## src/rtl/display_pkg.sv

```systemverilog
// Shared types and helpers for the display scan-out engine.
package display_pkg;

    // Scan-out sequencing: serialise a row/plane, latch it, then light it.
    typedef enum logic [1:0] {
        SHIFT   = 2'd0,
        LATCH   = 2'd1,
        DISPLAY = 2'd2
    } state_t;

    // Pixel layout is {R,G,B}, each width/3 bits; blue starts at bit 0.
    function automatic int r_lsb(input int width);
        return width - width / 3;
    endfunction

    function automatic int g_lsb(input int width);
        return width / 3;
    endfunction

    // Binary-weighted on-time of bit-plane b.
    function automatic int plane_time(input int base, input int b);
        return base << b;
    endfunction

endpackage

```

## src/rtl/bcm_plane_timer.sv

```systemverilog
// Counts the output-enable time of one bit-plane after a start pulse.
module bcm_plane_timer
    import display_pkg::*;
#(
    parameter int planes    = 8,
    parameter int base_time = 4,
    parameter int BW        = 3,
    parameter int TW        = 10
) (
    input  logic          clk,
    input  logic          rst,
    input  logic          start,
    input  logic [BW-1:0] plane,
    output logic          done
);

    logic [TW-1:0] cnt;
    logic          busy;

    // Load plane_time-1 on start; done is high in the final counted cycle.
    always_ff @(posedge clk or posedge rst) begin
        if (rst) begin
            cnt  <= '0;
            busy <= 1'b0;
        end else if (start) begin
            cnt  <= TW'(plane_time(base_time, int'(plane)) - 1);
            busy <= 1'b1;
        end else if (busy) begin
            if (cnt == '0) begin
                busy <= 1'b0;
            end else begin
                cnt <= cnt - 1'b1;
            end
        end
    end

    // Terminal count of an armed timer.
    always_comb begin
        done = busy && (cnt == '0);
    end

endmodule

```

## src/rtl/display_scanout.sv

```systemverilog
// HUB75 scan-out: fetches pixels, shifts one bit-plane per pass, latches,
// then enables the panel for a binary-weighted time. Owns the bank select.
module display_scanout
    import display_pkg::*;
#(
    parameter int segments  = 1,
    parameter int rows      = 8,
    parameter int columns   = 32,
    parameter int width     = 24,
    parameter int base_time = 4
) (
    input  logic                        clk,
    input  logic                        rst,
    output logic [$clog2(rows)-1:0]     rrow,
    output logic [$clog2(columns)-1:0]  rcol,
    input  logic [width*segments-1:0]   rdata,
    output logic                        flip,
    input  logic                        swap_req,
    output logic                        swap_ack,
    output logic                        frame_done,
    output logic [3*segments-1:0]       panel_rgb,
    output logic                        panel_clk,
    output logic                        panel_lat,
    output logic                        panel_oe,
    output logic [$clog2(rows)-1:0]     panel_addr
);

    localparam int P      = width / 3;
    localparam int RW     = $clog2(rows);
    localparam int CW     = $clog2(columns);
    localparam int BW     = $clog2(P);
    localparam int KW     = $clog2(2 * columns + 2);
    localparam int TW     = $clog2(base_time) + P;
    localparam int R_LSB  = r_lsb(width);
    localparam int G_LSB  = g_lsb(width);
    localparam logic [KW-1:0] K_LAST = KW'(2 * columns + 1);
    localparam logic [KW-1:0] K_PIX  = KW'(2 * columns);

    state_t           state, state_nxt;
    logic [RW-1:0]    r;
    logic [BW-1:0]    b;
    logic [KW-1:0]    k;
    logic [3*segments-1:0] rgb_nxt;
    logic             tmr_done;

    bcm_plane_timer #(
        .planes    (P),
        .base_time (base_time),
        .BW        (BW),
        .TW        (TW)
    ) u_timer (
        .clk   (clk),
        .rst   (rst),
        .start (state == LATCH),
        .plane (b),
        .done  (tmr_done)
    );

    // FSM state register.
    always_ff @(posedge clk or posedge rst) begin
        if (rst) begin
            state <= SHIFT;
        end else begin
            state <= state_nxt;
        end
    end

    // FSM next state: shift a full row, latch for one cycle, display until the timer expires.
    always_comb begin
        state_nxt = state;
        case (state)
            SHIFT:   if (k == K_LAST) state_nxt = LATCH;
            LATCH:   state_nxt = DISPLAY;
            DISPLAY: if (tmr_done) state_nxt = SHIFT;
            default: state_nxt = SHIFT;
        endcase
    end

    // FSM outputs; a pixel is read at even k and clocked into the panel two cycles later.
    always_comb begin
        rrow       = r;
        rcol       = CW'(k >> 1);
        panel_clk  = (state == SHIFT) && k[0] && (k >= KW'(3));
        panel_lat  = (state == LATCH);
        panel_oe   = (state != DISPLAY);
        frame_done = (state == DISPLAY) && tmr_done &&
                     (b == BW'(P - 1)) && (r == RW'(rows - 1));
    end

    // Select bit b of each colour of each segment from the fetched pixel.
    always_comb begin
        rgb_nxt = '0;
        for (int s = 0; s < segments; s++) begin
            rgb_nxt[3*s+2] = rdata[width*s + R_LSB + int'(b)];
            rgb_nxt[3*s+1] = rdata[width*s + G_LSB + int'(b)];
            rgb_nxt[3*s]   = rdata[width*s + int'(b)];
        end
    end

    // Column phase, pixel register, panel address and row/plane counters.
    always_ff @(posedge clk or posedge rst) begin
        if (rst) begin
            k          <= '0;
            r          <= '0;
            b          <= '0;
            panel_rgb  <= '0;
            panel_addr <= '0;
        end else begin
            case (state)
                SHIFT: begin
                    k <= (k == K_LAST) ? '0 : k + 1'b1;
                    if (k[0] && (k < K_PIX)) begin
                        panel_rgb <= rgb_nxt;
                    end
                end
                LATCH: begin
                    panel_addr <= r;
                end
                DISPLAY: begin
                    if (tmr_done) begin
                        if (b == BW'(P - 1)) begin
                            b <= '0;
                            r <= (r == RW'(rows - 1)) ? '0 : r + 1'b1;
                        end else begin
                            b <= b + 1'b1;
                        end
                    end
                end
                default: k <= '0;
            endcase
        end
    end

    // Bank swap only at the frame boundary, acknowledged as flip changes.
    always_ff @(posedge clk or posedge rst) begin
        if (rst) begin
            flip     <= 1'b0;
            swap_ack <= 1'b0;
        end else begin
            swap_ack <= frame_done && swap_req;
            if (frame_done && swap_req) begin
                flip <= ~flip;
            end
        end
    end

endmodule

```

## config.mk

```make
export PLATFORM = sky130hd
export DESIGN_NAME = display_scanout
export DESIGN_NICKNAME = d
export VERILOG_FILES = /design/src/rtl/display_pkg.sv /design/src/rtl/bcm_plane_timer.sv /design/src/rtl/display_scanout.sv
export SDC_FILE = /design/constraint.sdc
export NUM_CORES = 1
export LEC_CHECK = 0
export CORE_MARGIN = 4
export CORE_UTILIZATION = 47
export DETAILED_ROUTE_END_ITERATION = 10
export PLACE_DENSITY = 0.8
export SLEW_MARGIN = 30
export SYNTH_ARGS = -nofsm -noshare
export SYNTH_HDL_FRONTEND = slang
export SYNTH_SLANG_ARGS = --single-unit
```

## constraint.sdc

```tcl
create_clock -name clk -period 4.7 [get_ports clk]
set_input_delay 0.94 -clock clk [delete_from_list [all_inputs] [get_ports clk]]
set_output_delay 0.94 -clock clk [all_outputs]
set_load 0.01 [all_outputs]
```

* After elaboration in Yosys (flattened, before gate mapping) *
Cells that the tools add are included.
W data, S select, Z words.

cells by class
  add/subtract/negate cells = 7
  magnitude comparators = 5
  equal/unequal tests = 9
  shift operators = 1
  multiplexer cells = 21
  bitwise logic cells = 1
  reduce and logical (&&, ||, !) cells = 17

operators by type and width
  cell                     count
  $mux W10                 3
  $pmux W7 S2              1
  $bmux W1 S5              2
  $logic_not A10 Y1        1
  $shl A3 B3 Y10 const A   1
  $sub A10 B1 Y10 const B  1
  $sub A10 B2 Y10 const B  1
  $logic_and A1 B1 Y1      8
  $mux W1                  8
  $reduce_and A2 Y1        4
  $add A7 B1 Y7 const B    1
  $eq A7 B7 Y1 const B     1
  $ge A7 B2 Y1 const B     1
  $lt A7 B7 Y1 const B     1
  $mux W7                  1
  $add A3 B1 Y3 const B    2
  $add A5 B3 Y6 const A    1
  $eq A3 B3 Y1 const B     2
  $lt A3 B6 Y1 const B     1
  $lt A5 B6 Y1 const B     1
  $lt A6 B6 Y1 const B     1
  $mux W3                  2
  $ne A2 B2 Y1 const B     3
  $pmux W2 S3              1
  other kinds (11)         12

word-level totals
  bits in registers = 34
  output and inout port bits = 20

* Longest topological paths before layout *
  depth after elaboration = 6
  mapped depth = 10
  mapped depth without buffers = 8

* Cells and area by module *
Synthesis repeated with hierarchy kept, for this count alone.

second synthesis, totals
  cell total of the unflattened synthesis = 200
  area, all modules = 2,054.5 um^2

by module, submodules not included
  module           times used  cells each  area an instance (um^2)
  display_scanout  1           126         1,365.1
  bcm_plane_timer  1           74          689.4

* Worst setup path after synthesis *
No wires, ideal clock.

  kind = register to output
  from = register u_timer.cnt[2]
  to = output frame_done
  arrival time = 1.330 ns
  required time = 3.760 ns
  path slack = 2.430 ns
  stages on the path, launching flop included = 5
  cell sequence = dfrtp_1 > nor4_1 > nand3_1 > nor2_1 > and2_1

on the way
  longest elaborated chain between the ends = 5

ends and longest elaborated chain
  what                              RTL line               text
  start, declared                   bcm_plane_timer.sv:17  logic [TW-1:0] cnt;
  start signal, assigned            bcm_plane_timer.sv:26  cnt <= TW'(plane_time(base_time, int'(plane)) - 1);
  start signal, assigned            bcm_plane_timer.sv:32  cnt <= cnt - 1'b1;
  $logic_not A10 Y1                 bcm_plane_timer.sv:39  done = busy && (cnt == '0);
  $logic_and A1 B1 Y1               bcm_plane_timer.sv:39
  $logic_and A1 B1 Y1 (2 in a row)  display_scanout.sv:86  frame_done = (state == DISPLAY) && tmr_done &&
  $logic_and A1 B1 Y1               display_scanout.sv:87  (b == BW'(P - 1)) && (r == RW'(rows - 1));
  end, declared                     display_scanout.sv:20  output logic frame_done,

No other way between the ends.

* Final worst setup path *
  from = register b[0]
  to = output frame_done

on the way
  longest elaborated chain between the ends = 3

ends and longest elaborated chain
  what                    RTL line                text
  start, declared         display_scanout.sv:41   logic [BW-1:0] b;
  start signal, assigned  display_scanout.sv:125  b <= b + 1'b1;
  $eq A3 B3 Y1            display_scanout.sv:87
  $logic_and A1 B1 Y1     display_scanout.sv:86
  $logic_and A1 B1 Y1     display_scanout.sv:87

No other way between the ends.

==> flow_metrics.py <==
metrics = {
    "outcome": {
        "status": "complete, no violations",
    },
    "die": {
        "die_area_mm2": 0.005937,
        "io_pins": 47,
        "chipWidth_um": 77.05,
        "initial_utilization_pct": 50.08,
        "core_area_mm2": 0.004474,
        "die_h_um": 77.05,
        "rows": 24,
    },
    "setup_path": {
        "rr_worst_depth": 5,
        "rrSetupSlack_ns": 2.46,
        "worstPathArrival_ns": 2.40,
        "path_max_fanout": 11,
        "crit_type": "flip-flop to output pin",
        "r2r-start": "b[0]",
        "end_kind": "output pin",
        "r2r-end": "rrow[1]",
        "worstPathRequired_ns": 3.76,
        "setup.worst_path.start_class": "flip-flop",
    },
    "clock_network": {
        "clk-insertion-delay-late_ns": 0.29,
        "cts.sinks": 34,
        "post_cts_buffers": 0,
        "root_buffer": "clkbuf_8",
        "cts_tree": "done",
        "cts-resized-gates": 0,
        "clk_pin_slew_ns": 0.07,
        "cts_made_buffers": 5,
        "cts_hold_buffers": 0,
        "clk_path_buf_depth": 2,
        "cts-htree-levels": 2,
    },
    "sta": {
        "clock.fmax_mhz": 299.0,
        "finalCriticalPeriod_ns": 3.345,
        "clock_skew_ns": 0.009122,
        "hold_viol_final": 0,
        "maxSlewViolCount": 0,
        "worst_slack_ns": 1.355,
        "grt_setup_unrepaired": "no",
        "setup-tns-final_ns": 0,
        "setup_viol": 0,
        "finalCritPeriodShare_pct": 71.16,
        "slew_headroom_pct": 50.09,
        "worstMarginPinSlew_ns": 0.7478,
    },
    "synth": {
        "synth_area_leaders": "dfrtp_1 (38%), ha_1 (8.9%), mux4_2 (6.0%)",
        "yosys_warnings": 0,
        "yosysMostFrequentCell": "dfrtp_1",
        "yosysTopAreaCell": "dfrtp_1",
        "synth_ff_type": "dfrtp_1",
        "yosysTopAreaCellShare_pct": 37.97,
        "syn_nets": 265,
        "synth_seq_cells": 34,
        "synth_cell_types": 49,
        "syn_area_mm2": 0.002241,
        "async_flop_share_pct": 100.0,
        "syn_area_per_cell_um2": 10.09,
        "synth_seq_area_share_pct": 37.97,
        "synth_edf_count": 0,
        "synthCells": 222,
        "ys_top_cells_by_count": "dfrtp_1 (34), nand2_1 (17), ha_1 (16)",
    },
    "placement": {
        "dp_hpwl_um": 3549,
        "pre_cts_slack_ns": 1.651,
        "dp.cells": 308,
        "numPortBuffers": 46,
        "place.gp.congestion": 0.9149,
    },
    "pwr": {
        "comb_power_share_pct": 6.6,
        "p_int_w": 0.0004375,
        "power_switching_w": 0.0001163,
        "sequentialPowerShare_pct": 53.2,
        "p_total_w": 0.0005537,
        "ir_drop_mv": 0.1059,
        "power_density_mw_per_mm2": 198.4,
        "leakage_nw": 1.266,
        "p_sw_share_pct": 21.00,
        "p_clk_share_pct": 40.2,
    },
    "global_route": {
        "gr-total-overflow": 0,
        "grtUsageTotal_pct": 16.50,
        "antenna_found_initial": 0,
        "grt_pass1_vias": 1823,
        "grt_start_max_net_pins": 21,
        "grt_first_pass_wirelength_um": 7921,
    },
    "final_layout": {
        "nFillCells": 382,
        "fin_cells": 316,
        "n_antenna_cell": 0,
        "drive_gt1_share_pct": 10.23,
        "seqCellArea_um2": 850.8,
        "layout.nets": 306,
        "area_delta_synth_final_pct": 24.57,
        "multi_input_area_mm2": 0.001267,
    },
    "min_path": {
        "hold_path_end": "flip",
        "hold_path.class": "flip-flop to flip-flop",
        "min_path_cells": 1,
        "min_from": "flip",
    },
    "routing": {
        "drc": 0,
        "wirelength_um": 4592,
        "drtPass1Iterations": 4,
        "vias": 1769,
        "detail-route-antenna-nets": 0,
        "drtIter0Drc": 106,
        "wl_per_cell_um": 14.53,
        "via_per_inst": 5.598,
    },
    "run": {
        "drv_cap": 0,
    },
}
[stage by stage]
stage               instance area (um^2)  util [%]  hold slack [ns]
finish                              2791     62.39           0.4803
global placement                    2700     60.35           0.4635
global route                        2791     62.39           0.5249
CTS                                 2791     62.39           0.4876
floorplan                           2241         -           0.4979
detailed placement                  2700     60.35           0.4737
[cell type report]
cell class	count	share of cell area [%]
tap	52	2.331
multi-input combinational	162	45.41
clock buffer	7	3.093
timing repair buffer	47	16.76
clock inverter	1	0.1793
sequential	34	30.48
inverter	13	1.748
[worst max path at each step]
stage	startpoint	end	slack [ns]	cells after the start
floorplan	u_timer.cnt[2]	frame_done	2.43	4
global placement	b[0]	frame_done	1.69	6
detailed placement	b[0]	frame_done	1.65	6
CTS	b[0]	frame_done	1.34	6
global route	b[0]	frame_done	1.13	6
finish	b[0]	frame_done	1.36	6
[worst max-delay path, cell delays in order, from the launching register on]
cell	delay (ns)
dfrtp_1	0.65
ha_1	0.29
ha_1	0.25
nand3_1	0.14
nor2_1	0.14
and2_1	0.13
clkdlybuf4s50_1	0.52
[kinds of logic after synthesis]
| group | count (synthesis) | synth area share [%] |
|---|---|---|
| xor+xnor | 12 | 4.690 |
| compound gates | 35 | 10.72 |
| simple gates | 78 | 18.76 |
| buf+inv | 26 | 5.471 |
| flops | 34 | 37.97 |
| fa+ha+maj | 16 | 8.933 |
| mux | 21 | 13.46 |
[power groups by stage]
stage | registers (W) | clock network, W | logic, W
4_1_cts | 0.000295 | 0.000228 | 0.0000376
3_5_place_dp | 0.000300 | 0 | 0.0000374
2_1_floorplan | 0.000301 | 0 | 0.00000936
3_3_place_gp | 0.000300 | 0 | 0.0000368
6_report | 0.000295 | 0.000223 | 0.0000366
5_1_grt | 0.000294 | 0.000242 | 0.0000399
[metal layers]
| layer | up-vias | global-route usage, % | share of wire [%] |
|---|---|---|---|
| li1 | 877 | - | - |
| met1 | 825 | 20.69 | 46 |
| met2 | 57 | 27.00 | 45 |
| met3 | 10 | 3.864 | 6.1 |
| met4 | 0 | 7.473 | 2.3 |
| met5 | - | 0 | 0 |
[registers in the layout, summed over array words and instances (netlist names)]
name / count
rrow: 3
swap_ack: 1
flip: 1
k: 7
panel_rgb: 3
u_timer.cnt: 10
state: 2
b: 3
u_timer.busy: 1
panel_addr: 3
[cell usage in the layout, fill, tap and decap left out, drive strengths merged, types with 3 or more instances in the layout]
cell type / synthesis / layout
clkdlybuf4s50: 0 / 46
mux2: 7 / 7
xor2: 4 / 4
ha: 16 / 16
dfrtp: 34 / 34
xnor2: 8 / 8
nor4: 7 / 7
inv: 12 / 12
nor2: 13 / 13
nor3: 8 / 8
a21oi: 9 / 9
nand3: 7 / 7
or3: 5 / 5
clkbuf: 5 / 7
nand2: 17 / 17
mux2i: 8 / 8
nand2b: 3 / 3
o21ai: 9 / 9
o211ai: 3 / 3
mux4: 6 / 6
Power figures use the tool's default switching activity.
